$ cat config.mk
export PLATFORM = sky130hd
export DESIGN_NAME = mem_access_stage
export DESIGN_NICKNAME = d
export VERILOG_FILES = /design/src/rtl/mem_access_stage.sv
export SDC_FILE = /design/constraint.sdc
export NUM_CORES = 1
export LEC_CHECK = 0
export BUFFER_PORTS_ARGS = -buffer_cell sky130_fd_sc_hd__buf_2
export CAP_MARGIN = 10
export CORE_ASPECT_RATIO = 0.8
export CORE_UTILIZATION = 44
export CTS_CLUSTER_DIAMETER = 100
export DETAILED_ROUTE_END_ITERATION = 6
export HOLD_SLACK_MARGIN = 0.06
export PLACE_DENSITY = 0.88
export SYNTH_ARGS = -nofsm -noshare
export SYNTH_HDL_FRONTEND = slang
export SYNTH_SLANG_ARGS = --single-unit
$ cat constraint.sdc
create_clock -name clk -period 1.3 [get_ports clk]
set_input_delay 0.065 -clock clk [delete_from_list [all_inputs] [get_ports clk]]
set_output_delay 0.065 -clock clk [all_outputs]
set_load 0.02 [all_outputs]
$ cat src/rtl/mem_access_stage.sv
// mem_access_stage: memory stage plus MEM/WB pipeline register.
// Runs word loads/stores to an external SRAM over a req/ack handshake that
// is bounded by a wait-cycle timeout. While an access is in flight, freeze
// stalls the upstream pipeline. The MEM/WB register feeds write-back and
// receives a bubble in every cycle where no instruction retires.
module mem_access_stage #(
  parameter int DATA_W      = 32,
  parameter int DEST_W      = 4,
  parameter int SRAM_ADDR_W = 16,
  parameter int MEM_BASE    = 1024,
  parameter int TIMEOUT     = 255
) (
  input  logic                   clk,
  input  logic                   rst,
  input  logic                   wb_en_in,
  input  logic                   mem_r_en_in,
  input  logic                   mem_w_en_in,
  input  logic [DATA_W-1:0]      alu_res_in,
  input  logic [DATA_W-1:0]      val_Rm_in,
  input  logic [DEST_W-1:0]      dest_in,
  output logic                   sram_req,
  output logic                   sram_we,
  output logic [SRAM_ADDR_W-1:0] sram_addr,
  output logic [DATA_W-1:0]      sram_wdata,
  input  logic [DATA_W-1:0]      sram_rdata,
  input  logic                   sram_ack,
  output logic                   freeze,
  output logic                   mem_err,
  output logic                   wb_en_out,
  output logic                   mem_r_en_out,
  output logic [DATA_W-1:0]      alu_res_out,
  output logic [DATA_W-1:0]      mem_data_out,
  output logic [DEST_W-1:0]      dest_out
);

  // The wait counter must be able to hold TIMEOUT-1, the index of the last
  // WAIT cycle before the access is abandoned.
  localparam int CNT_W = (TIMEOUT > 1) ? $clog2(TIMEOUT) : 1;
  localparam logic [CNT_W-1:0]  CNT_LAST = CNT_W'(TIMEOUT - 1);
  localparam logic [CNT_W-1:0]  CNT_ONE  = CNT_W'(1);
  localparam logic [DATA_W-1:0] BASE     = DATA_W'(MEM_BASE);

  typedef enum logic [0:0] {
    IDLE = 1'b0,
    WAIT = 1'b1
  } state_t;

  // Byte address to SRAM word index. Offset bits and any bits above the
  // SRAM word-address range are discarded.
  function automatic logic [SRAM_ADDR_W-1:0] word_addr(input logic [DATA_W-1:0] byte_addr);
    return SRAM_ADDR_W'((byte_addr - BASE) >> 2'd2);
  endfunction

  state_t state_r;
  state_t state_next_s;
  logic [CNT_W-1:0] cnt_r;

  logic mem_op_s;
  logic start_s;
  logic acked_s;
  logic timeout_s;
  logic freeze_s;

  // Fields of the instruction that is in flight, captured when it is issued.
  logic              lat_wb_r;
  logic              lat_load_r;
  logic [DATA_W-1:0] lat_alu_r;
  logic [DEST_W-1:0] lat_dest_r;

  logic                   sram_req_r;
  logic                   sram_we_r;
  logic [SRAM_ADDR_W-1:0] sram_addr_r;
  logic [DATA_W-1:0]      sram_wdata_r;
  logic                   mem_err_r;

  logic              wb_en_r;
  logic              mem_r_en_r;
  logic [DATA_W-1:0] alu_res_r;
  logic [DATA_W-1:0] mem_data_r;
  logic [DEST_W-1:0] dest_r;

  assign mem_op_s = mem_r_en_in | mem_w_en_in;

  // Next-state logic plus decode of the issue, ack, abort and stall conditions
  always_comb begin
    state_next_s = state_r;
    start_s      = 1'b0;
    acked_s      = 1'b0;
    timeout_s    = 1'b0;
    freeze_s     = 1'b0;
    case (state_r)
      IDLE: begin
        // A stray sram_ack in IDLE is deliberately ignored here.
        if (mem_op_s) begin
          start_s      = 1'b1;
          freeze_s     = 1'b1;
          state_next_s = WAIT;
        end else begin
          state_next_s = IDLE;
        end
      end
      WAIT: begin
        // If ack and timeout coincide, the ack takes priority.
        if (sram_ack) begin
          acked_s      = 1'b1;
          state_next_s = IDLE;
        end else if (cnt_r == CNT_LAST) begin
          timeout_s    = 1'b1;
          state_next_s = IDLE;
        end else begin
          freeze_s     = 1'b1;
          state_next_s = WAIT;
        end
      end
      default: begin
        state_next_s = IDLE;
      end
    endcase
  end

  // State register
  always_ff @(posedge clk or negedge rst) begin
    if (!rst) begin
      state_r <= IDLE;
    end else begin
      state_r <= state_next_s;
    end
  end

  // Count the WAIT cycles of the current access; clear the count whenever WAIT is left
  always_ff @(posedge clk or negedge rst) begin
    if (!rst) begin
      cnt_r <= '0;
    end else if ((state_r == WAIT) && (state_next_s == WAIT)) begin
      cnt_r <= cnt_r + CNT_ONE;
    end else begin
      cnt_r <= '0;
    end
  end

  // SRAM request and latched instruction fields: capture at issue, hold during WAIT, drop req on ack or abort
  always_ff @(posedge clk or negedge rst) begin
    if (!rst) begin
      sram_req_r   <= 1'b0;
      sram_we_r    <= 1'b0;
      sram_addr_r  <= '0;
      sram_wdata_r <= '0;
      lat_wb_r     <= 1'b0;
      lat_load_r   <= 1'b0;
      lat_alu_r    <= '0;
      lat_dest_r   <= '0;
    end else if (start_s) begin
      // When load and store are both set, the store wins.
      sram_req_r   <= 1'b1;
      sram_we_r    <= mem_w_en_in;
      sram_addr_r  <= word_addr(alu_res_in);
      sram_wdata_r <= val_Rm_in;
      lat_wb_r     <= wb_en_in;
      lat_load_r   <= mem_r_en_in & ~mem_w_en_in;
      lat_alu_r    <= alu_res_in;
      lat_dest_r   <= dest_in;
    end else if (acked_s || timeout_s) begin
      sram_req_r   <= 1'b0;
    end else begin
      sram_req_r   <= sram_req_r;
    end
  end

  // One-cycle error pulse following an abandoned access
  always_ff @(posedge clk or negedge rst) begin
    if (!rst) begin
      mem_err_r <= 1'b0;
    end else begin
      mem_err_r <= timeout_s;
    end
  end

  // MEM/WB register: bubble while stalled or aborted, latched fields on ack, live inputs otherwise
  always_ff @(posedge clk or negedge rst) begin
    if (!rst) begin
      wb_en_r    <= 1'b0;
      mem_r_en_r <= 1'b0;
      alu_res_r  <= '0;
      mem_data_r <= '0;
      dest_r     <= '0;
    end else if (freeze_s || timeout_s) begin
      wb_en_r    <= 1'b0;
      mem_r_en_r <= 1'b0;
      alu_res_r  <= '0;
      mem_data_r <= '0;
      dest_r     <= '0;
    end else if (acked_s) begin
      wb_en_r    <= lat_wb_r;
      mem_r_en_r <= lat_load_r;
      alu_res_r  <= lat_alu_r;
      mem_data_r <= lat_load_r ? sram_rdata : '0;
      dest_r     <= lat_dest_r;
    end else begin
      wb_en_r    <= wb_en_in;
      mem_r_en_r <= 1'b0;
      alu_res_r  <= alu_res_in;
      mem_data_r <= '0;
      dest_r     <= dest_in;
    end
  end

  // freeze is combinational so the upstream stages stall in the same cycle;
  // it is forced low while reset is asserted.
  assign freeze       = rst & freeze_s;
  assign sram_req     = sram_req_r;
  assign sram_we      = sram_we_r;
  assign sram_addr    = sram_addr_r;
  assign sram_wdata   = sram_wdata_r;
  assign mem_err      = mem_err_r;
  assign wb_en_out    = wb_en_r;
  assign mem_r_en_out = mem_r_en_r;
  assign alu_res_out  = alu_res_r;
  assign mem_data_out = mem_data_r;
  assign dest_out     = dest_r;

endmodule

; Yosys cells after proc, flatten, opt, wreduce, memory -nomap -nowiden
; Index checks and enable logic that the tools add are counted.
[word_totals]
ff_bits = 168
inputBits = 106
output_inout_bits = 122
word_cells = 52
[op_classes]
addsub = 2
eq_ne = 1
mux = 24
bitwise = 5
reduce_logical = 4
[op_table]
columns = op, count
row1 = two-way mux 32 bit, 5
row2 = "subtractor 18 x 11 -> 18 bit, second input constant", 1
row3 = two-way mux 1 bit, 15
row4 = "adder 8 x 1 -> 8 bit, second input constant", 1
row5 = "equality test 8 bit, second input constant", 1
row6 = two-way mux 4 bit, 2
row7 = two-way mux 8 bit, 1
row8 = bitwise AND 1 bit, 2
row9 = logical OR 1 bit, 2
row10 = inverter 1 bit, 2
row11 = case mux 1 bit (2 select lines), 1
row12 = nonzero test 2 bit, 1
row13 = logical AND 1 bit, 1
row14 = bitwise OR 1 bit, 1

; Logic depth before layout (Yosys ltp)
[logic_depth]
ltp_word = 7
mapped_depth = 5
depth_no_buf = 5

; Least setup slack after synthesis
; No wires, ideal clock.
[synth_timing]
path_kind = flip-flop to output port
from = register cnt_r[0]
to = output port freeze
t_arrival_ps = 1474
required_ps = 1235
slack_ps = -239
stages_incl_launch_ff = 6
path_buffers = 0
cell_sequence = dfrtp_1 inv_1 ha_1 nand3_1 o21bai_1 a21boi_0
[synth_via]
elab_chain_len = 5
[synth_rtl]
columns = element, line_no
row1 = start: declaration, 56  ; logic [CNT_W-1:0] cnt_r;
row2 = start signal: assignment, 135  ; cnt_r <= cnt_r + CNT_ONE;
row3 = equality test 8 bit, 107  ; end else if (cnt_r == CNT_LAST) begin
row4 = two-way mux 1 bit, 107
row5 = two-way mux 1 bit, 104  ; if (sram_ack) begin
row6 = case mux 1 bit (2 select lines), 91  ; case (state_r)
row7 = bitwise AND 1 bit, 209  ; assign freeze = rst & freeze_s;
row8 = end: declaration, 27  ; output logic freeze,
; No other way between the ends.

; Worst setup path after layout
; Same ends and word-level chain as after synthesis.

==> results.json <==
{
  "grtUsageMet3_pct": 6.96,
  "hold_depth": 2,
  "area_growth_pct": 58.0,
  "maxCapViolations": 0,
  "grtUsageMet1_pct": 29.0,
  "crit_path_cell_trace": "inv_1 > ha_2 > nand3_2 > o21bai_4 > a21boi_2 > buf_6",
  "nFillCells": 854,
  "syn_area_mm2": 0.00596,
  "nNetsFinal": 1016,
  "net-switching-power_mw": 5.57,
  "whs_endpoint": "lat_load_r",
  "worst-endpoint-arrival_ns": 1.49,
  "diodes": 0,
  "num_rows": 37,
  "period_needed_ns": 1.56,
  "die_area_mm2": 0.0140,
  "p_sw_share_pct": 33.1,
  "track_usage_pct": 26.0,
  "yosys.cell_count.top_type": "nand2_1",
  "first_global_vias": 5592,
  "setup_viol": 51,
  "r2r_slack_ns": -0.21,
  "root_buffer": "clkbuf_16",
  "layout-drive-gt1-share_pct": 35.1,
  "max_slew.worst_pin.slew_ns": 0.443,
  "vias_per_cell": 4.93,
  "synth_edf_count": 0,
  "clock_latency_ns": 0.42,
  "gp_congestion": 0.858,
  "post_dp_cell_area_mm2": 0.00744,
  "max_clock_freq_ghz": 0.641,
  "numCtsBuffers": 17,
  "h-tree-depth": 4,
  "grt_max_degree": 87,
  "die_h_um": 106,
  "path_clk_slew_ns": 0.06,
  "required_ns": 1.24,
  "hold_slack_ns": -0.0110,
  "yosysTopAreaCell": "dfrtp_1",
  "grt_pass1_wl_um": 27900,
  "die_width_um": 132,
  "synth_area_leaders": "dfrtp_1 (67%), nand2_1 (13%), a22o_1 (5.4%)",
  "rsz0062_at_grt": "true",
  "top_usage_layer": "met2",
  "io_buffers": 227,
  "power_density_mw_per_mm2": 1790,
  "cellLeakagePower_nw": 5.04,
  "grt_use_met2_pct": 47.8,
  "yosys_warnings": 0,
  "synth_cells": 550,
  "seqPwrFrac_pct": 40.4,
  "dp_cells": 940,
  "grt_overflow": 0,
  "critPathCaptureType": "output pin",
  "syn_avg_cell_area_um2": 10.8,
  "cp-start-kind": "flip-flop",
  "ys_types": 35,
  "num_io_pins": 228,
  "drt-total-wl_um": 17500,
  "min_from": "mem_w_en_in",
  "ir_worst_vdd_v": 0.00115,
  "max-clock-path-buffers": 2,
  "timing.final.crit_share_pct": 120,
  "violations": "hold timing, setup timing",
  "cts_sinks": 160,
  "slew_headroom_pct": 70.5,
  "ys_seq_area_share_pct": 67.2,
  "sequential_cell_area_mm2": 0.00401,
  "critPathSlowestCell": "dfrtp_1",
  "worst_slack_ns": -0.259,
  "crit_fanout": 2,
  "core_mm2": 0.0131,
  "crit_type": "reg -> out",
  "drc": 0,
  "maxSlewViolCount": 0,
  "drt_iter0_markers": 376,
  "final_area_mm2": 0.00941,
  "status": "finished, violations left",
  "detail-route-antenna-nets": 0,
  "reg2reg_to": "cnt_r[7]",
  "ys_ff_latch": 160,
  "ff2ff_path_depth": 4,
  "final_cells": 1095,
  "finalHoldViolations": 1,
  "dp_hpwl_um": 9420,
  "skew_ns": 0.0111,
  "ys.flop_type": "dfrtp_1",
  "hold_class": "in -> reg",
  "synth_top_area_share_pct": 67.2,
  "p_clk_share_pct": 30.4,
  "combinationalPowerShare_pct": 29.2,
  "synthTopCellsByCount": "nand2_1 (210), dfrtp_1 (160), a22o_1 (37)",
  "utilization_pct": 72.1,
  "internal-power_mw": 11.3,
  "async_flop_share_pct": 100,
  "cts_tree": "built",
  "r2r_start": "cnt_r[5]",
  "critPathMaxStageDelay_ns": 0.37,
  "start_util_pct": 45.6,
  "antenna_found_initial": 0,
  "wl_per_cell_um": 16.0,
  "multi_input_area_mm2": 0.00186,
  "syn-num-nets": 659,
  "dr.pass1.iters": 5,
  "vias": 5393
}
-- state kept, by name (all words and copies together) (netlist names), 4 cells and up --
signal and flops:
lat_alu_r 32, lat_dest_r 4, dest_out 4, sram_wdata 32
mem_data_out 32, alu_res_out 32, sram_addr 8, cnt_r 8
-- repair_timing --
action                                 4_1_cts  5_1_grt
gates resized for setup                      9       23
buffers inserted                             8       10
endpoints found under the hold margin      307        7
cloned                                       1        2
hold buffers                               105        2
setup endpoints to repair                   33       35
pin swaps                                    7       12
-- power by group through the flow --
stage | registers (mW) | logic, mW | clock network (mW)
final | 6.80 | 4.92 | 5.12
after global routing | 6.94 | 5.33 | 5.43
after CTS | 6.76 | 4.62 | 5.18
after detailed placement | 6.80 | 4.26 | 0
after global placement | 6.77 | 4.13 | 0
after floorplan | 7.71 | 1.67 | 0
-- layout make-up --
cell class              count  share of cell area, %
repair buffers            373                   28.6
clock buffers              19                   4.81
well taps                 175                   2.33
inverters                   7                  0.279
multi-input cells         348                   19.7
clock inverters            13                   1.71
flip-flops and latches    160                   42.5
-- per-layer routing --
| metal | wire, um | vias up |
|---|---|---|
| li1 | - | 2492 |
| met1 | 6690 | 2628 |
| met2 | 9330 | 231 |
| met3 | 1040 | 42 |
| met4 | 410 | 0 |
| met5 | 0 | - |
-- how the worst max path moves through the flow --
stage / from / end / depth (start not counted)
after floorplan: state_r / lat_alu_r[10] / 4
after global placement: alu_res_in[14] / sram_addr[15] / 4
after detailed placement: cnt_r[0] / cnt_r[6] / 6
after CTS: cnt_r[0] / freeze / 6
after global routing: cnt_r[0] / freeze / 6
final: cnt_r[0] / freeze / 6
-- critical path: cells and delay by family (launching register included) --
kind / cells / cell delay [ns]
adder cells (fa/ha/maj): 1 / 0.18
AO/OA/AOI/OAI: 2 / 0.23
AND/OR/NAND/NOR: 1 / 0.09
flip-flops: 1 / 0.37
buffers and inverters: 2 / 0.20
-- per-stage QoR --
step	hold WS, ns	power, mW	setup WS [ns]	setup TNS (ns)
after detailed placement	0.129	11.1	-0.0887	-0.145
after CTS	-0.0218	16.6	-0.344	-1.42
after global routing	-0.0324	17.7	-0.366	-4.76
after floorplan	-0.231	9.39	-0.0350	-1.16
after global placement	0.133	10.9	0.0268	0
final	-0.0110	16.8	-0.259	-1.85
-- logic make-up (layout without fill, tap and decap cells) --
logic type | after synthesis | count (layout) | synth area share [%]
AO/OA/AOI/OAI | 69 | 69 | 8.76
XOR/XNOR | 4 | 4 | 0.588
adder cells (fa/ha/maj) | 3 | 3 | 0.630
buffers and inverters | 42 | 412 | 3.30
flip-flops | 160 | 160 | 67.2
AND/OR/NAND/NOR | 272 | 272 | 19.5
-- cell usage in the layout (no fill, tap or decap), drive strengths merged, types with 3 or more instances in the layout --
cell           n
buf          266
nand2        210
dfrtp        160
dlygate4sd3  105
a22o          38
and2          33
clkbuf        21
o21ai         10
inv            8
nor2           8
a31oi          6
a21oi          6
clkinv         5
clkinvlp       4
nor3           4
nand2b         3
o31ai          3
bufinv         3
or3            3
ha             3
Power figures use the tool's default switching activity.
